File: src/rtl/ber_pkg.sv
// Shared types and helpers for the bit-error-rate tracker.
package ber_pkg;

  typedef enum logic [1:0] {
    ST_FILL   = 2'd0,
    ST_SEARCH = 2'd1,
    ST_LOCKED = 2'd2
  } state_t;

  // Widest counter the saturating helper handles.
  localparam int SAT_MAX_W = 128;

  // Bits needed to hold values 0..value-1 (at least one bit).
  function automatic int clog2(input int value);
    int r;
    r = 0;
    while ((1 << r) < value) begin
      r = r + 1;
    end
    if (r < 1) begin
      r = 1;
    end
    return r;
  endfunction

  // Increment that sticks at all-ones within the low 'width' bits.
  function automatic logic [SAT_MAX_W-1:0] sat_inc(input logic [SAT_MAX_W-1:0] value,
                                                   input int width);
    logic [SAT_MAX_W-1:0] ones;
    ones = (width >= SAT_MAX_W) ? {SAT_MAX_W{1'b1}}
                                : ((SAT_MAX_W'(1) << width) - SAT_MAX_W'(1));
    return ((value & ones) == ones) ? value : (value + SAT_MAX_W'(1));
  endfunction

endpackage

File: src/rtl/ber_ref_delay.sv
// Reference delay line: tap k holds the reference bit from k+1 valid
// samples ago. Shifts only on valid samples so stalls are exact.
module ber_ref_delay
  import ber_pkg::*;
#(
  parameter int MAX_LAT = 511,
  parameter int LAT_W   = clog2(MAX_LAT)
) (
  input  logic             clock,
  input  logic             i_reset,
  input  logic             i_valid,
  input  logic             i_ref,
  input  logic [LAT_W-1:0] i_sel,
  output logic             o_tap
);

  logic [MAX_LAT-1:0] line_q, line_d;

  // Shift one reference bit in per valid sample.
  always_comb begin
    line_d = line_q;
    if (i_valid) begin
      line_d = MAX_LAT'({line_q, i_ref});
    end
  end

  // Delay line register, cleared by reset.
  always_ff @(posedge clock) begin
    if (i_reset) begin
      line_q <= '0;
    end else begin
      line_q <= line_d;
    end
  end

  // Tap select; selects beyond the line read as zero.
  always_comb begin
    o_tap = 1'b0;
    if (32'(i_sel) < 32'(MAX_LAT)) begin
      o_tap = line_q[i_sel];
    end
  end

endmodule

File: src/rtl/ber_tracker.sv
// Bit-error-rate tracker: fills the reference delay line, searches for the
// tap that best matches the received stream, then counts bits and errors
// at that tap while watching each window for loss of sync.
//
//   state     | meaning
//   ----------+-------------------------------------------------------
//   ST_FILL   | pre-filling the delay line, MAX_LAT valid samples
//   ST_SEARCH | scoring one candidate tap per WIN_LEN-sample window
//   ST_LOCKED | counting bits/errors at o_latency, monitoring windows
module ber_tracker
  import ber_pkg::*;
#(
  parameter int MAX_LAT     = 511,
  parameter int WIN_LEN     = 511,
  parameter int CNT_W       = 64,
  parameter int LOS_THR     = 128,
  parameter int AUTO_RESYNC = 1,
  parameter int LAT_W       = clog2(MAX_LAT),
  parameter int WIN_W       = clog2(WIN_LEN + 1)
) (
  input  logic             clock,
  input  logic             i_reset,
  input  logic             i_rx,
  input  logic             i_ref,
  input  logic             i_valid,
  input  logic             i_clear,
  input  logic             i_resync,
  output logic [CNT_W-1:0] o_errors,
  output logic [CNT_W-1:0] o_bits,
  output logic             o_synced,
  output logic [LAT_W-1:0] o_latency,
  output logic [WIN_W-1:0] o_min_error,
  output logic [15:0]      o_los_count
);

  // One down-counter serves the fill phase and every window.
  localparam int CW = (LAT_W > WIN_W) ? LAT_W : WIN_W;

  state_t           state_q, state_d;
  logic [CW-1:0]    cnt_q, cnt_d;
  logic [LAT_W-1:0] cand_q, cand_d;
  logic [LAT_W-1:0] min_lat_q, min_lat_d;
  logic [LAT_W-1:0] lat_q, lat_d;
  logic [WIN_W-1:0] win_err_q, win_err_d;
  logic [WIN_W-1:0] min_err_q, min_err_d;
  logic [CNT_W-1:0] bits_q, bits_d;
  logic [CNT_W-1:0] errors_q, errors_d;
  logic [15:0]      los_q, los_d;

  logic             tap;
  logic             mism;
  logic [LAT_W-1:0] sel;
  logic [LAT_W-1:0] lock_lat;
  logic [WIN_W-1:0] win_tot;
  logic             go_search;
  logic             go_lock;
  logic             new_min;

  // The same delay line serves search (candidate) and lock (chosen tap).
  assign sel     = (state_q == ST_LOCKED) ? lat_q : cand_q;
  assign mism    = tap ^ i_rx;
  assign win_tot = win_err_q + WIN_W'(mism);

  ber_ref_delay #(
    .MAX_LAT (MAX_LAT),
    .LAT_W   (LAT_W)
  ) u_ref_delay (
    .clock   (clock),
    .i_reset (i_reset),
    .i_valid (i_valid),
    .i_ref   (i_ref),
    .i_sel   (sel),
    .o_tap   (tap)
  );

  // Next state: FSM, window scoring, min tracking, BER and LOS counters.
  always_comb begin
    state_d   = state_q;
    cnt_d     = cnt_q;
    cand_d    = cand_q;
    win_err_d = win_err_q;
    min_err_d = min_err_q;
    min_lat_d = min_lat_q;
    lat_d     = lat_q;
    bits_d    = bits_q;
    errors_d  = errors_q;
    los_d     = los_q;
    go_search = 1'b0;
    go_lock   = 1'b0;
    new_min   = 1'b0;
    lock_lat  = cand_q;

    if (i_resync && (state_q != ST_FILL)) begin
      go_search = 1'b1;
    end else if (i_valid) begin
      case (state_q)
        ST_FILL: begin
          if (cnt_q == '0) begin
            go_search = 1'b1;
          end else begin
            cnt_d = cnt_q - CW'(1);
          end
        end
        ST_SEARCH: begin
          if (cnt_q != '0) begin
            cnt_d     = cnt_q - CW'(1);
            win_err_d = win_tot;
          end else begin
            // Strict compare so ties keep the lowest tap.
            new_min = (win_tot < min_err_q);
            if (new_min) begin
              min_err_d = win_tot;
              min_lat_d = cand_q;
            end
            if (win_tot == '0) begin
              go_lock  = 1'b1;
              lock_lat = cand_q;
            end else if (cand_q == LAT_W'(MAX_LAT - 1)) begin
              go_lock  = 1'b1;
              lock_lat = new_min ? cand_q : min_lat_q;
            end else begin
              cand_d    = cand_q + LAT_W'(1);
              win_err_d = '0;
              cnt_d     = CW'(WIN_LEN - 1);
            end
          end
        end
        ST_LOCKED: begin
          bits_d = CNT_W'(sat_inc(SAT_MAX_W'(bits_q), CNT_W));
          if (mism) begin
            errors_d = CNT_W'(sat_inc(SAT_MAX_W'(errors_q), CNT_W));
          end
          if (cnt_q != '0) begin
            cnt_d     = cnt_q - CW'(1);
            win_err_d = win_tot;
          end else begin
            cnt_d     = CW'(WIN_LEN - 1);
            win_err_d = '0;
            if (32'(win_tot) > 32'(LOS_THR)) begin
              los_d = 16'(sat_inc(SAT_MAX_W'(los_q), 16));
              if (AUTO_RESYNC != 0) begin
                go_search = 1'b1;
              end
            end
          end
        end
        default: state_d = ST_FILL;
      endcase
    end

    if (go_lock) begin
      state_d   = ST_LOCKED;
      lat_d     = lock_lat;
      cnt_d     = CW'(WIN_LEN - 1);
      win_err_d = '0;
    end

    // A fresh search keeps the delay line contents, so no refill.
    if (go_search) begin
      state_d   = ST_SEARCH;
      cand_d    = '0;
      cnt_d     = CW'(WIN_LEN - 1);
      win_err_d = '0;
      min_err_d = WIN_W'(WIN_LEN);
      min_lat_d = '0;
    end

    // Clear beats any increment in the same cycle.
    if (i_clear) begin
      bits_d   = '0;
      errors_d = '0;
    end
  end

  // State and counter registers.
  always_ff @(posedge clock) begin
    if (i_reset) begin
      state_q   <= ST_FILL;
      cnt_q     <= CW'(MAX_LAT - 1);
      cand_q    <= '0;
      min_lat_q <= '0;
      lat_q     <= '0;
      win_err_q <= '0;
      min_err_q <= WIN_W'(WIN_LEN);
      bits_q    <= '0;
      errors_q  <= '0;
      los_q     <= '0;
    end else begin
      state_q   <= state_d;
      cnt_q     <= cnt_d;
      cand_q    <= cand_d;
      min_lat_q <= min_lat_d;
      lat_q     <= lat_d;
      win_err_q <= win_err_d;
      min_err_q <= min_err_d;
      bits_q    <= bits_d;
      errors_q  <= errors_d;
      los_q     <= los_d;
    end
  end

  assign o_errors    = errors_q;
  assign o_bits      = bits_q;
  assign o_synced    = (state_q == ST_LOCKED);
  assign o_latency   = lat_q;
  assign o_min_error = min_err_q;
  assign o_los_count = los_q;

endmodule

File: config.mk
export PLATFORM = sky130hd
export DESIGN_NAME = ber_tracker
export DESIGN_NICKNAME = d
export VERILOG_FILES = /design/src/rtl/ber_pkg.sv /design/src/rtl/ber_ref_delay.sv /design/src/rtl/ber_tracker.sv
export SDC_FILE = /design/constraint.sdc
export NUM_CORES = 2
export LEC_CHECK = 0
export ABC_AREA = 1
export CAP_MARGIN = 20
export CORE_MARGIN = 3
export CORE_UTILIZATION = 61
export DETAILED_ROUTE_END_ITERATION = 7
export PLACE_DENSITY = 0.81
export SKIP_LAST_GASP = 1
export SYNTH_ARGS = -nofsm -noshare
export SYNTH_HDL_FRONTEND = slang
export SYNTH_SLANG_ARGS = --single-unit
File: constraint.sdc
create_clock -name clock -period 15.7 [get_ports clock]
set_input_delay 1.57 -clock clock [delete_from_list [all_inputs] [get_ports clock]]
set_output_delay 1.57 -clock clock [all_outputs]
set_load 0.01 [all_outputs]
# ---- After elaboration in Yosys (flattened, before gate mapping)
# Index checks and enable logic that the tools add are counted.
dict set report classes {
  n_shift 0
  n_reduce_logical 24
  n_mux 39
  mul 0
  n_addsub 6
  div_mod_pow 0
  n_lt_le_gt_ge 4
  n_bitwise 8
  n_eq_ne 13
}
# op n
set op_table {}
lappend op_table {{two-way mux 9 bit} 17}
lappend op_table {{adder 64 x 1 -> 64 bit (second input constant)} 2}
lappend op_table {{== test 64 bit (second input constant)} 2}
lappend op_table {{one-hot mux 9 bit (3 select lines)} 1}
lappend op_table {{logical NOT 9 bit} 2}
lappend op_table {{one-hot mux 9 bit (2 select lines)} 1}
lappend op_table {{AND reduction 6 bit} 3}
lappend op_table {{adder 16 x 1 -> 16 bit (second input constant)} 1}
lappend op_table {{== test 16 bit (second input constant)} 1}
lappend op_table {{AND reduction 5 bit} 3}
lappend op_table {{two-way mux 1 bit} 14}
lappend op_table {{< comparator 9 x 10 -> 1 bit (second input constant)} 1}
lappend op_table {{adder 9 x 1 -> 9 bit} 1}
lappend op_table {{adder 9 x 1 -> 9 bit (second input constant)} 1}
lappend op_table {{binary-select mux 1 bit (select 9 bit)} 1}
lappend op_table {{== test 9 bit (second input constant)} 1}
lappend op_table {{greater-than comparator 9 x 8 -> 1 bit (second input constant)} 1}
lappend op_table {{< comparator 9 bit} 1}
lappend op_table {{< comparator 9 bit (second input constant)} 1}
lappend op_table {{inequality test 3 bit (second input constant)} 3}
lappend op_table {{nonzero test 9 bit} 1}
lappend op_table {{subtractor 9 x 1 -> 9 bit (second input constant)} 1}
lappend op_table {{two-way mux 2 bit} 4}
lappend op_table {{AND reduction 4 bit} 2}
lappend op_table {{other kinds (15)} 28}
dict set report totals {
  wordCells 106
  latchBits 0
  mem_bits_ro 0
  memories 0
  out_inout_bits 163
  ff_bits 711
  input_bits 7
  ramBits 0
}

# ---- Longest topological paths before layout
dict set report logic_depth {
  depth_word 15
  depth_mapped 47
  ltp_nobuf 43
}

# ---- Modules after synthesis
# Synthesis repeated with hierarchy kept, for this count alone.
dict set report hier_totals {
  hier_cells 5359
  hier_area_um2 35441.5
}
# mod cells_per_inst seq_area_each_um2 instances area_each_um2
set by_module_without_submodules {}
lappend by_module_without_submodules {ber_ref_delay 3370 10229.8 1 22809.4}
lappend by_module_without_submodules {ber_tracker 1989 4003.8 1 12632.1}

# ---- Worst setup path after synthesis
# Ideal clock, no wire load.
dict set report synth_path {
  path_type {reg-to-reg}
  startpoint {register state_q[0]}
  endpoint {register min_err_q[7] (netlist: o_min_error[7])}
  synth_period_minus_slack_ns 5.087
  t_required_ns 15.570
  path_stages_with_launch 41
  slack_ns 10.613
  arrival_time_ns 4.957
  setup_time_ns 0.130
  path_buffers 4
  path_cell_list {dfxtp_1 > inv_1 > ha_1 > buf_6 > inv_4 > nand2_1 > nand2_2 > inv_2 > buf_2 > buf_2 > o211ai_1 > nand3_1 > nand3_1 > nand2_1 > nand3_1 > nand2_1 > nand2_1 > nand2_1 > [... 5 more ...] > buf_2 > ha_1 > nand2_1 > nor3_1 > nor2_1 > ha_1 > nand2_1 > inv_1 > o41ai_1 > nand2_1 > nand2_1 > nand3b_1 > nand3_1 > nand2_1 > nor2_1 > clkinv_1 > a21oi_1 > o21ai_0}
}
dict set report synth_between {
  elab_chain_len 14
  elab_cells_between_ends 22
  cone_classes {add/sub (1); order compare (3); eq/ne (2); mux (9); bitwise (2); reduce/logical (5)}
}
# element line
set synth_lines {}
lappend synth_lines {{start: declaration} ber_tracker.sv:39} ;# state_t state_q, state_d;
lappend synth_lines {{start signal: assignment} ber_tracker.sv:189} ;# state_q <= state_d;
lappend synth_lines {{== test 2 bit *} n/a}
lappend synth_lines {{named net o_synced} ber_tracker.sv:30} ;# output logic o_synced,
lappend synth_lines {{two-way mux 9 bit} ber_tracker.sv:60} ;# assign sel = (state_q == ST_LOCKED) ? lat_q : cand_q;
lappend synth_lines {{binary-select mux 1 bit (select 9 bit)} ber_ref_delay.sv:40} ;# o_tap = line_q[i_sel];
lappend synth_lines {{two-way mux 1 bit (implied by the code)} ber_ref_delay.sv:40}
lappend synth_lines {{two-way mux 1 bit} ber_ref_delay.sv:39} ;# if (32'(i_sel) < 32'(MAX_LAT)) begin
lappend synth_lines {{bitwise XOR 1 bit} ber_tracker.sv:61} ;# assign mism = tap ^ i_rx;
lappend synth_lines {{adder 9 x 1 -> 9 bit} ber_tracker.sv:62} ;# assign win_tot = win_err_q + WIN_W'(mism);
lappend synth_lines {{greater-than comparator 9 x 8 -> 1 bit} ber_tracker.sv:139} ;# if (32'(win_tot) > 32'(LOS_THR)) begin
lappend synth_lines {{two-way mux 1 bit} ber_tracker.sv:139}
lappend synth_lines {{two-way mux 1 bit} ber_tracker.sv:133} ;# if (cnt_q != '0) begin
lappend synth_lines {{one-hot mux 1 bit (2 select lines)} ber_tracker.sv:96} ;# case (state_q)
lappend synth_lines {{two-way mux 1 bit} ber_tracker.sv:95} ;# end else if (i_valid) begin
lappend synth_lines {{two-way mux 1 bit} ber_tracker.sv:93} ;# if (i_resync && (state_q != ST_FILL)) begin
lappend synth_lines {{OR reduction 2 bit (no line)} n/a}
lappend synth_lines {{end signal: assignment} ber_tracker.sv:184} ;# min_err_q <= WIN_W'(WIN_LEN);
lappend synth_lines {{end signal: assignment} ber_tracker.sv:195} ;# min_err_q <= min_err_d;
lappend synth_lines {{end: declaration} ber_tracker.sv:45} ;# logic [WIN_W-1:0] min_err_q, min_err_d;
# The timed path passes the listed nets; every way through them passes the cells marked *. The select of a mux whose other input is x is not followed.
# A chain may end at the register's enable or synchronous reset.

# ---- Worst setup path in the final report
dict set report layout_path {
  startpoint {register state_q[0]}
  endpoint {register cnt_q[1]}
}
dict set report layout_between {
  elab_chain_len 14
  elab_cells_between_ends 32
  cone_classes {add/sub (1); order compare (2); eq/ne (5); mux (15); bitwise (2); reduce/logical (7)}
}
# element line
set layout_lines {}
lappend layout_lines {{== test 2 bit *} ber_tracker.sv:60}
lappend layout_lines {{two-way mux 9 bit *} ber_tracker.sv:60}
lappend layout_lines {{binary-select mux 1 bit (select 9 bit)} ber_ref_delay.sv:40}
lappend layout_lines {{two-way mux 1 bit (implied by the code)} ber_ref_delay.sv:40}
lappend layout_lines {{two-way mux 1 bit *} ber_ref_delay.sv:39}
lappend layout_lines {{bitwise XOR 1 bit *} ber_tracker.sv:61}
lappend layout_lines {{adder 9 x 1 -> 9 bit *} ber_tracker.sv:62}
lappend layout_lines {{named net win_tot[6]} ber_tracker.sv:54} ;# logic [WIN_W-1:0] win_tot;
lappend layout_lines {{greater-than comparator 9 x 8 -> 1 bit / logical NOT 9 bit (equally long branches)} {ber_tracker.sv:139, ber_tracker.sv:115}}
lappend layout_lines {{two-way mux 1 bit (on tied branches)} {ber_tracker.sv:139, ber_tracker.sv:115}}
lappend layout_lines {{two-way mux 1 bit (on tied branches)} {ber_tracker.sv:133, ber_tracker.sv:105}}
lappend layout_lines {{one-hot mux 1 bit (2 select lines) / two-way mux 1 bit (equally long branches)} ber_tracker.sv:96}
lappend layout_lines {{two-way mux 1 bit} ber_tracker.sv:95}
lappend layout_lines {{two-way mux 1 bit} ber_tracker.sv:93}
lappend layout_lines {{OR reduction 3 bit (no line)} n/a}
lappend layout_lines {{end signal: assignment} ber_tracker.sv:179} ;# cnt_q <= CW'(MAX_LAT - 1);
lappend layout_lines {{end signal: assignment} ber_tracker.sv:190} ;# cnt_q <= cnt_d;
lappend layout_lines {{end: declaration} ber_tracker.sv:40} ;# logic [CW-1:0] cnt_q, cnt_d;
# Marks and branches as above.

==> results.ini <==
[status]
status=finished clean

[worst_setup_path]
slowest_delay_ps=750
cp-end-kind=flip-flop
path_class=flip-flop to flip-flop
worst-endpoint-arrival_ps=9040
crit_family=simple AND/OR/NAND/NOR gates
worstSetupStartpointType=flip-flop
cp_max_fo=127
critPathBufInv=5
slowest_stage=nand2_8
crit_top_cell=nand2_1
required_ps=16170

[placed_design]
gp_congestion=1.00
detailed_place_hpwl_microns=61100
portBuffers=169

[grt]
grt_pass1_vias=30280
grt_pass1_wl_microns=158000
overflow=0
track_usage=0.320
grt_start_max_net_pins=264
antenna_found_initial=0

[synth]
synth_edf_count=0
synth_most_common_cell=nand2_1
synthCells=5157
synth_nets=5183
ys_top_cells_by_count=nand2_1 (1113), dfxtp_1 (711), nor2_1 (694)
yosys.area.top_type_share=0.415
netlist_area_sq_um=34300
synth_seq_area_share=0.415
ys_warn_count=0
synthFlopType=dfxtp_1
avgSynthCellArea_sq_um=6.65
synth.largest_area_cell=dfxtp_1
synth.area.top_cells=dfxtp_1 (41%), nand2_1 (12%), o21ai_0 (9.0%)
ys_ff_latch=711
synthArstFlopShare=0
synth.distinct_cells=40

[sta]
period_share=0.546
setup_tns_ps=0
skew_ps=25.9
fmax_mhz=117
rsz0062_at_grt=false
whs_ps=449
tightestPinTransition_ps=1060
relSlewSlack=0.285
post-route-min-period_ps=8570
hold_viol_final=0
slew_violations=0
setup_viol=0

[drt]
wirelength_microns=98100
vias=33934
drc=0
via_per_inst=5.72
drt_iter0_drc=3696
wl_per_cell_microns=16.5
drtAntennaViolNets=0
drt_pass1_iterations=6

[hold_path]
hold_class=flip-flop to flip-flop

[floorplanning]
die-area_sq_um=59100
pin_count=170
fp.dieW_microns=243
start_util=0.619
rows=86
core_sq_um=55400
dieHeight_microns=243

[power_and_ir_drop]
peakVddDrop_v=0.0000828
p_leak_nw=15.0
total_power_mw=4.06
p_per_area_nw_per_um2=105

[cts]
cts_sinks=711
cts_root_buffer=clkbuf_16
postCtsSetupBuffers=0
cts_tree=yes
htreeDepth=3
cts_buffers=75
path_clk_slew_ps=60
postCtsResizedCells=0
worstSkewPairLatency_ps=620
clockBufferDepth=3
ctsHoldBuffers=0

[layout]
drive_above_1_share=0.0373
antenna_cells=0
fill_cells=4795
finalNetCount=5151
utilization=0.696
synthToLayoutAreaGrowth_pct=12.3

[run]
max_cap_violations=0

[layer usage]
layer | part of all wire | global-route usage
met3 | 0.077 | 0.0476
met5 | 0 | 0
met4 | 0.024 | 0.0819
met1 | 0.45 | 0.460
met2 | 0.45 | 0.504
[registers in the layout, indices dropped and copies added (netlist names)]
register	cells
cand_q	9
cnt_q	9
min_lat_q	9
o_bits	64
o_errors	64
o_latency	9
o_los_count	16
o_min_error	9
state_q	2
u_ref_delay.line_q	511
win_err_q	9
[metrics by stage]
step | instances | setup slack [ps] | cell area (sq um)
after CTS | 5927 | 7300 | 38500
final | 5928 | 7130 | 38600
after global placement | 5795 | 7590 | 35900
after detailed placement | 5795 | 7340 | 35900
after global routing | 5928 | 6460 | 38600
after floorplan | 5157 | 10610 | 34300
[where the power goes]
group          switching (mW)  internal, mW  total [mW]
clock                   0.744          1.13        1.88
sequential             0.0493          1.89        1.94
combinational           0.165        0.0797       0.245
[tightest hold or removal path, delay by kind of cell, from the launching register on]
kind,cells,cell delay [ps]
buffers and inverters,1,60
flip-flops,1,290
AO/OA/AOI/OAI,1,50
[worst paths after layout]
| path | from | to | slack, ps | depth (start not counted) |
|---|---|---|---|---|
| worst max-delay path | state_q[0] | cnt_q[1] | 7130 | 31 |
| worst min-delay path | min_lat_q[1] | min_lat_q[1] | 450 | 2 |
| worst max register to register | state_q[0] | cnt_q[1] | 7130 | 31 |
| worst min register to register | min_lat_q[1] | min_lat_q[1] | 450 | 2 |
[cell families after synthesis]
family,synth area share
adder cells (fa/ha/maj),0.00693
XOR/XNOR,0.0253
AO/OA/AOI/OAI,0.178
buffers and inverters,0.0899
AND/OR/NAND/NOR,0.285
flip-flops,0.415
[layout by cell type, fill, tap and decap left out, drive strengths merged, types with 3 or more instances in the layout]
master and count:
a211oi 5, a21oi 518, and3 3, buf 38, bufinv 9, clkbuf 103
clkdlybuf4s50 168, clkinv 23, dfxtp 711, ha 19, inv 447, nand2 1121
nand3 320, nand3b 7, nand4 73, nor2 695, nor3 84, nor3b 9
nor4 40, o211ai 14, o21a 15, o21ai 644, or2 6, xnor2 13
xor2 86
[cell type report]
cell class	count	area [sq um]	area share
tap	748	936	0.0243
clock inverter	29	410	0.0106
sequential	711	14200	0.369
inverter	451	1710	0.0444
multi-input combinational	3680	17100	0.442
clock buffer	103	2210	0.0572
timing repair buffer	206	2010	0.0521
Note: power is estimated with default switching activity, not from simulation.
